### src/rtl/phase_timer.sv
// phase_timer: times each controller state for the ms duration given by the parameter block.
// Latency: with no pause, expired pulses t*TICK_DIV+1 edges after the edge that detects a state change.
// Backpressure: none (no handshake); pause freezes the countdown in RUN, clear aborts it.
//
// Ports:
//   clk, rst_n     clock (rising edge) and asynchronous active-low reset
//   present_state  controller state code; any change (re)starts the timer
//   t              duration in ms for present_state, valid one cycle after the change
//   clear          synchronous abort to IDLE, no expired pulse
//   pause          holds prescaler and remaining_ms while in RUN
//   busy           high while counting (RUN)
//   expired        one-cycle pulse when the countdown reaches zero
//   remaining_ms   ms left in the current phase
//   done_state     state code whose timer last expired
module phase_timer #(
  parameter int TICK_DIV = 50000,
  parameter int T_W      = 19,
  parameter int S_W      = 4
) (
  input  logic           clk,
  input  logic           rst_n,
  input  logic [S_W-1:0] present_state,
  input  logic [T_W-1:0] t,
  input  logic           clear,
  input  logic           pause,
  output logic           busy,
  output logic           expired,
  output logic [T_W-1:0] remaining_ms,
  output logic [S_W-1:0] done_state
);

  localparam int              PS_W    = (TICK_DIV > 1) ? $clog2(TICK_DIV) : 1;
  localparam logic [PS_W-1:0] PS_LAST = PS_W'(TICK_DIV - 1);

  typedef enum logic [1:0] {IDLE, LOAD, RUN, DONE} state_t;

  state_t         state_q, state_d;
  logic [S_W-1:0] prev_state_q;
  logic [PS_W-1:0] presc_q, presc_d;
  logic [T_W-1:0] rem_q, rem_d;
  logic           expired_q, expired_d;
  logic [S_W-1:0] done_q, done_d;
  logic           chg;
  logic           tick;

  // prev_state resets to all-ones so the first state seen after reset counts as a change.
  assign chg  = (present_state != prev_state_q);
  assign tick = (presc_q == PS_LAST);

  always_comb begin
    state_d   = state_q;
    presc_d   = presc_q;
    rem_d     = rem_q;
    expired_d = 1'b0;
    done_d    = done_q;

    if (clear) begin
      state_d = IDLE;
      presc_d = '0;
      rem_d   = '0;
    end else if (chg) begin
      // A change always wins over the running count, even on its final tick.
      state_d = LOAD;
      presc_d = '0;
    end else begin
      case (state_q)
        IDLE: begin
          state_d = IDLE;
        end
        LOAD: begin
          presc_d = '0;
          if (t == '0) begin
            // Untimed state: nothing to count, no pulse.
            state_d = IDLE;
            rem_d   = '0;
          end else begin
            rem_d   = t;
            state_d = RUN;
          end
        end
        RUN: begin
          if (!pause) begin
            if (tick) begin
              presc_d = '0;
              if (rem_q != '0) begin
                rem_d = rem_q - T_W'(1);
                if (rem_q == T_W'(1)) begin
                  expired_d = 1'b1;
                  done_d    = present_state;
                  state_d   = DONE;
                end
              end
            end else begin
              presc_d = presc_q + PS_W'(1);
            end
          end
        end
        DONE: begin
          state_d = IDLE;
        end
        default: begin
          state_d = IDLE;
        end
      endcase
    end
  end

  always_ff @(posedge clk or negedge rst_n) begin
    if (!rst_n) begin
      state_q      <= IDLE;
      prev_state_q <= '1;
      presc_q      <= '0;
      rem_q        <= '0;
      expired_q    <= 1'b0;
      done_q       <= '0;
    end else begin
      state_q      <= state_d;
      prev_state_q <= present_state;
      presc_q      <= presc_d;
      rem_q        <= rem_d;
      expired_q    <= expired_d;
      done_q       <= done_d;
    end
  end

  assign busy         = (state_q == RUN);
  assign expired      = expired_q;
  assign remaining_ms = rem_q;
  assign done_state   = done_q;

endmodule

### config.mk
export PLATFORM = sky130hd
export DESIGN_NAME = phase_timer
export DESIGN_NICKNAME = d
export VERILOG_FILES = /design/src/rtl/phase_timer.sv
export SDC_FILE = /design/constraint.sdc
export NUM_CORES = 1
export LEC_CHECK = 0
export CAP_MARGIN = 20
export CELL_PAD_IN_SITES_DETAIL_PLACEMENT = 0
export CELL_PAD_IN_SITES_GLOBAL_PLACEMENT = 1
export CORE_MARGIN = 2
export CORE_UTILIZATION = 35
export CTS_CLUSTER_SIZE = 8
export DETAILED_ROUTE_END_ITERATION = 6
export PLACE_DENSITY = 0.72
export SETUP_SLACK_MARGIN = 0.1
export SYNTH_ARGS = -nofsm -noshare
export SYNTH_HDL_FRONTEND = slang
export SYNTH_SLANG_ARGS = --single-unit
### constraint.sdc
create_clock -name clk -period 3.1 [get_ports clk]
set_input_delay 0.775 -clock clk [delete_from_list [all_inputs] [get_ports clk]]
set_output_delay 0.775 -clock clk [all_outputs]
set_load 0.01 [all_outputs]
==> results of run 1 <==
## per-layer routing
metal	wire, µm	share of wire [%]	vias up	GRT usage [%]
met5	0	0	-	0
met4	100	1.1	0	5.31
met3	660	7.4	8	4.01
met2	3820	43	122	30.4
met1	4310	48	1390	30.0
li1	-	-	1347	-
## through the flow
step / util, % / cell area [µm²]
2_1_floorplan: - / 2850
3_5_place_dp: 45.5 / 3550
5_1_grt: 46.6 / 3640
6_report: 46.6 / 3640
4_1_cts: 46.6 / 3640
3_3_place_gp: 45.5 / 3550
## layout make-up
cell class / count / area [µm²] / share of cell area, %
clock buffers: 5 / 68.8 / 1.89
clock inverters: 3 / 21.3 / 0.584
inverters: 12 / 45.0 / 1.24
multi-input cells: 240 / 1570 / 43.2
flip-flops and latches: 46 / 1160 / 31.8
well taps: 102 / 128 / 3.51
repair buffers: 70 / 648 / 17.8
## worst max-delay path, delay by kind of cell (launching register included)
family	cells	cell delay [ps]
adders and majority gates	1	280
DFF	1	480
buffers and inverters	2	250
and+or+nand+nor	3	870
AOI/OAI and AO/OA	2	680
## cells by family after synthesis
| group | Yosys count | synth area share (%) |
|---|---|---|
| AND/OR/NAND/NOR | 128 | 25.6 |
| buffers and inverters | 30 | 4.09 |
| adder cells (fa/ha/maj) | 3 | 1.32 |
| XOR/XNOR | 12 | 3.69 |
| flip-flops | 46 | 40.6 |
| multiplexers | 6 | 2.29 |
| AO/OA/AOI/OAI | 91 | 22.3 |
## cell usage in the layout, fill, tap and decap left out, types with 3 or more instances in the layout
cell type / netlist / final
a211o_1: 5 / 5
a21oi_1: 20 / 20
a31oi_1: 5 / 5
and3_1: 7 / 7
and4_1: 3 / 3
buf_4: 0 / 19
clkbuf_8: 0 / 5
clkdlybuf4s50_1: 0 / 50
dfrtp_1: 42 / 42
dfstp_2: 4 / 4
ha_1: 3 / 3
inv_1: 11 / 11
mux2_2: 4 / 4
nand2_1: 13 / 13
nand3_1: 8 / 8
nand4_1: 9 / 9
nor2_1: 28 / 28
nor2b_1: 3 / 3
nor3_1: 16 / 16
nor4_1: 12 / 12
o2111ai_1: 6 / 6
o211ai_1: 5 / 5
o21ai_0: 16 / 16
o31a_1: 3 / 3
o41ai_1: 10 / 10
or3_1: 8 / 8
or4_1: 3 / 3
xnor2_1: 6 / 6
xor2_1: 6 / 6
## sequential cells by signal, indices dropped and copies added, names as in the netlist
name,flops
done_state,4
expired,1
presc_q,16
prev_state_q,4
remaining_ms,19
state_q,2
## path summary, 6_finish.rpt
kind / from / slack (ps) / cells after the start / to
max: remaining_ms[0]$_DFFE_PN0P_ / 400 / 8 / remaining_ms[12]$_DFFE_PN0P_
min: rst_n / 380 / 1 / remaining_ms[6]$_DFFE_PN0P_
max reg2reg: remaining_ms[0]$_DFFE_PN0P_ / 400 / 8 / remaining_ms[12]$_DFFE_PN0P_
min reg2reg: done_state[1]$_DFFE_PN0P_ / 510 / 1 / done_state[1]$_DFFE_PN0P_
max in group asynchronous: rst_n / 1930 / 2 / prev_state_q[3]$_DFF_PN1_
min in group clk: done_state[1]$_DFFE_PN0P_ / 510 / 1 / done_state[1]$_DFFE_PN0P_
## power groups by stage
stage / combinational, mW / sequential, mW / clock, mW
final: 0.366 / 0.645 / 0.391
after global placement: 0.363 / 0.656 / 0
after floorplan: 0.185 / 0.654 / 0
after CTS: 0.361 / 0.645 / 0.403
after global routing: 0.397 / 0.649 / 0.418
after detailed placement: 0.359 / 0.657 / 0
==> metrics, run 1 <==
status finished clean; pre-CTS setup slack 131 ps; sequential share of power 46.0%; Mapped Area 2850 µm²; post-CTS sizing 0; worst skew pair latency 310 ps; Peak VDD IR 0.218 mV; clock root cell clkbuf_8; number of global-route vias before repair 2,644; Slew headroom 45.5%; Post-synth EDFFs 0; Final Wtd Congestion 0.847; switch share 33.6%; non-filler instance count after layout 478; post-synth cell types 59; critical path's largest stage delay 480 ps; cell taking the most area after synthesis dfrtp_1; synth-to-layout area growth 27.9%; CTS sink cnt 46; Initial DRC Count 224; Worst Path Required 3300 ps; Ant. Diodes 0; measured slew at the worst slew-check pin 814 ps; most numerous cell in the Yosys netlist dfrtp_1; Top Ports 52; CTS Buffer Depth 2; yosys warns 0; Pre-Repair DR Iteration Count 4; number of H-tree levels 2; net count after synthesis 346; share of cells above drive strength 1 12.5%; GRT overflow 0; worst hold slack 378 ps; ys flop type dfrtp_1; Async SR Flop Fraction 100%; Final Max Tran Viols 0; Synth area leaders dfrtp_1, dfstp_2, nor2_1; Post-DRT Antenna Nets 0; TritonCTS Buffers 5; Core Box Area 7810 µm²; RSZ-0062 raised after global routing false; first-pass GRT wire length 13,900 µm; via count 2,867; drt wl/cell 18.6 µm; Fillers 779; Final WS setup 397 ps; Clock power frac 27.9%; port buffer count 51; endpoints failing hold 0; CP endpoint kind flip-flop; critical path peak fanout 6; Post-DP HPWL 6530 µm; CTS tree yes; overall power 1.40 mW; syn_area_per_cell 9.00 µm²; placed cells 470; final-report setup violation count 0; post-CTS setup buffer count 0; Setup TNS 0 ps; crit path DAT 2900 ps; minimum clock period 2700 ps; Initial Util 36.4%; Tcrit/Tclk final 87.2%; Seq/Total Area, Yosys 40.6%; vias per cell 6.00; Leak 1.46 nW; Tot GR Track Use 20.4%; Max-Cap Viols 0; DRT Wirelength 8890 µm; synth cell count leaders dfrtp_1, nor2_1, a21oi_1; Die Height 94.2 µm; DRC viols 0; critical path's slowest cell dfrtp_1; Worst Clk Skew 5.97 ps; Logic pwr share 26.1%; initial antenna violation count 0; crit path cell chain inv_1 -> ha_1 -> nor4b_1 -> buf_4 -> and4_1 -> a31o_2 -> or3_1 -> a221o_1; NumNets Final 405; Synth Register Bits 46; die area 8870 µm²; Post-Syn Instances 316; worst min path class in2async; Cell Int Power 932 µW; P_sw 471 µW; Worst-path clk slew 100 ps; Setup crit start kind flip-flop; die width 94.2 µm; CP Class reg2reg; Row Count 32; Max Fclk 370 MHz; Synth top area share 36.9%; Pwr per Cell Area 385 nW/µm²; largest net degree at the start of global routing 33; hold_buf cts 0
No activity file was read; power rests on OpenSTA's default activity.
==> inputs of run 2 (changes only) <==
- CTS_CLUSTER_SIZE: 8 -> 12
- PLACE_DENSITY: 0.72 -> 0.81
==> run 2 against run 1 <==
Effect of this change:
- flip-flop and latch count did not move
- hold slack better by 91 ps
- non-clock buffer count is the same
- fmax is 1.3% higher
- die area stayed put
- first-iteration DRC count shrank 18%
- core utilization shrank 0.080 points
- largest cell class unchanged
==> metrics, run 2 (synthesis gave the netlist of run 1 again) <==
status finished clean; internal reg-to-reg setup slack 430 ps; CP Class reg2reg; Worst Path Required 3310 ps; worst min path class in2async; endpoints failing hold 0; post-layout util 46.5%; Row Count 32; final-report setup violation count 0; post-CTS setup buffer count 0; met1 Use GR 29.3%; GR Util met2 30.0%; vias per cell 5.92; Post-DP HPWL 6240 µm; GR Layer Usage met3 3.13%; Initial DRC Count 184; share of cells above drive strength 1 12.0%; Core Box Area 7810 µm²; Max-Cap Viols 0; Ant. Diodes 0; CP endpoint kind flip-flop; Tot GR Track Use 19.7%; worst reg-to-reg path cell count 8; Pre-Repair DR Iteration Count 4; Initial Util 36.4%; number of H-tree levels 2; measured slew at the worst slew-check pin 942 ps; die width 94.2 µm; Setup TNS 0 ps; port buffer count 51; worst hold slack 470 ps; overall power 1.37 mW; worst skew pair latency 310 ps; Max Fclk 375 MHz; Final Max Tran Viols 0; TritonCTS Buffers 5; Top Ports 52; Die Height 94.2 µm; Fillers 778; first-pass GRT wire length 13,800 µm; GRT overflow 0; FF+latch area 1160 µm²; fin area 3630 µm²; Peak VDD IR 0.216 mV; Final Wtd Congestion 0.916; CTS Buffer Depth 2; critical path peak fanout 6; Worst-path clk slew 100 ps; via count 2,828; die area 8870 µm²; number of global-route vias before repair 2,686; footprint of the multi-input gates 1570 µm²; Reg-to-Reg End remaining_ms[12]$_DFFE_PN0P_; minimum clock period 2670 ps; Worst Clk Skew 21.8 ps; Leak 1.46 nW; NumNets Final 405; placed inst area 3550 µm²; largest net degree at the start of global routing 29; Pwr per Cell Area 376 nW/µm²; commonest non-fill, non-tap cells in the layout clkdlybuf4s50_1, dfrtp_1, nor2_1; Top Usage Layer GRT met2; commonest non-fill, non-tap cell in the layout clkdlybuf4s50_1; DRC viols 0; crit path DAT 2880 ps; synth-to-layout area growth 27.7%; Setup crit start kind flip-flop; Post-DRT Antenna Nets 0; CTS sink cnt 46; Slew headroom 37.0%; hold_buf cts 0; R2R Path Start remaining_ms[0]$_DFFE_PN0P_; initial antenna violation count 0; Tcrit/Tclk final 86.1%; RSZ-0062 raised after global routing false; clock root cell clkbuf_8; DRT Wirelength 8430 µm; CTS tree yes; post-CTS sizing 0; drt wl/cell 17.6 µm; max reg flops 19
[run 2: cell types whose count changed in the layout (fill, tap and decap cells not counted), sizes merged]
cell,previous run,this run
clkinv,3,1
clkbuf,5,7
[run 2: worst max path at each step]
stage,from,to,slack [ps],depth (start not counted)
after detailed placement,present_state[3],remaining_ms[12]$_DFFE_PN0P_,290,6
after global placement,present_state[3],remaining_ms[11]$_DFFE_PN0P_,310,8
after CTS,remaining_ms[0]$_DFFE_PN0P_,remaining_ms[12]$_DFFE_PN0P_,430,8
after floorplan,remaining_ms[0]$_DFFE_PN0P_,remaining_ms[12]$_DFFE_PN0P_,770,7
final,remaining_ms[0]$_DFFE_PN0P_,remaining_ms[12]$_DFFE_PN0P_,430,8
after global routing,remaining_ms[0]$_DFFE_PN0P_,remaining_ms[11]$_DFFE_PN0P_,230,8
[run 2: critical path, cell delays in order (launching register included)]
cell and delay [ps]:
dfrtp_1 480, inv_1 100, ha_1 270, nor4b_1 170, buf_4 150, and4_1 250
a31o_2 300, or3_1 460, a221o_1 380
[run 2: final cells by class]
| class | instances | area share (%) |
|---|---|---|
| clock buffer | 7 | 2.10 |
| clock inverter | 1 | 0.207 |
| inverter | 12 | 1.24 |
| multi-input combinational | 240 | 43.3 |
| sequential | 46 | 31.8 |
| tap | 102 | 3.51 |
| timing repair buffer | 70 | 17.8 |
[run 2: stage by stage]
step / worst slack, ps / instances
6_report: 431 / 478
5_1_grt: 231 / 478
4_1_cts: 425 / 478
3_5_place_dp: 288 / 470
3_3_place_gp: 313 / 470
2_1_floorplan: 768 / 316
[run 2: power breakdown]
group / internal (mW) / leakage (nW) / switching [mW] / total, mW
Sequential: 0.619 / 0.624 / 0.0250 / 0.644
Combinational: 0.153 / 0.798 / 0.200 / 0.353
Clock: 0.160 / 0.0385 / 0.209 / 0.370
Total: 0.931 / 1.46 / 0.435 / 1.37
[run 2: layer usage]
| metal | vias to the layer above | part of all wire, % |
|---|---|---|
| met5 | - | 0 |
| met4 | 0 | 1.1 |
| met3 | 9 | 5.5 |
| met2 | 94 | 46 |
| met1 | 1387 | 47 |
| li1 | 1338 | - |
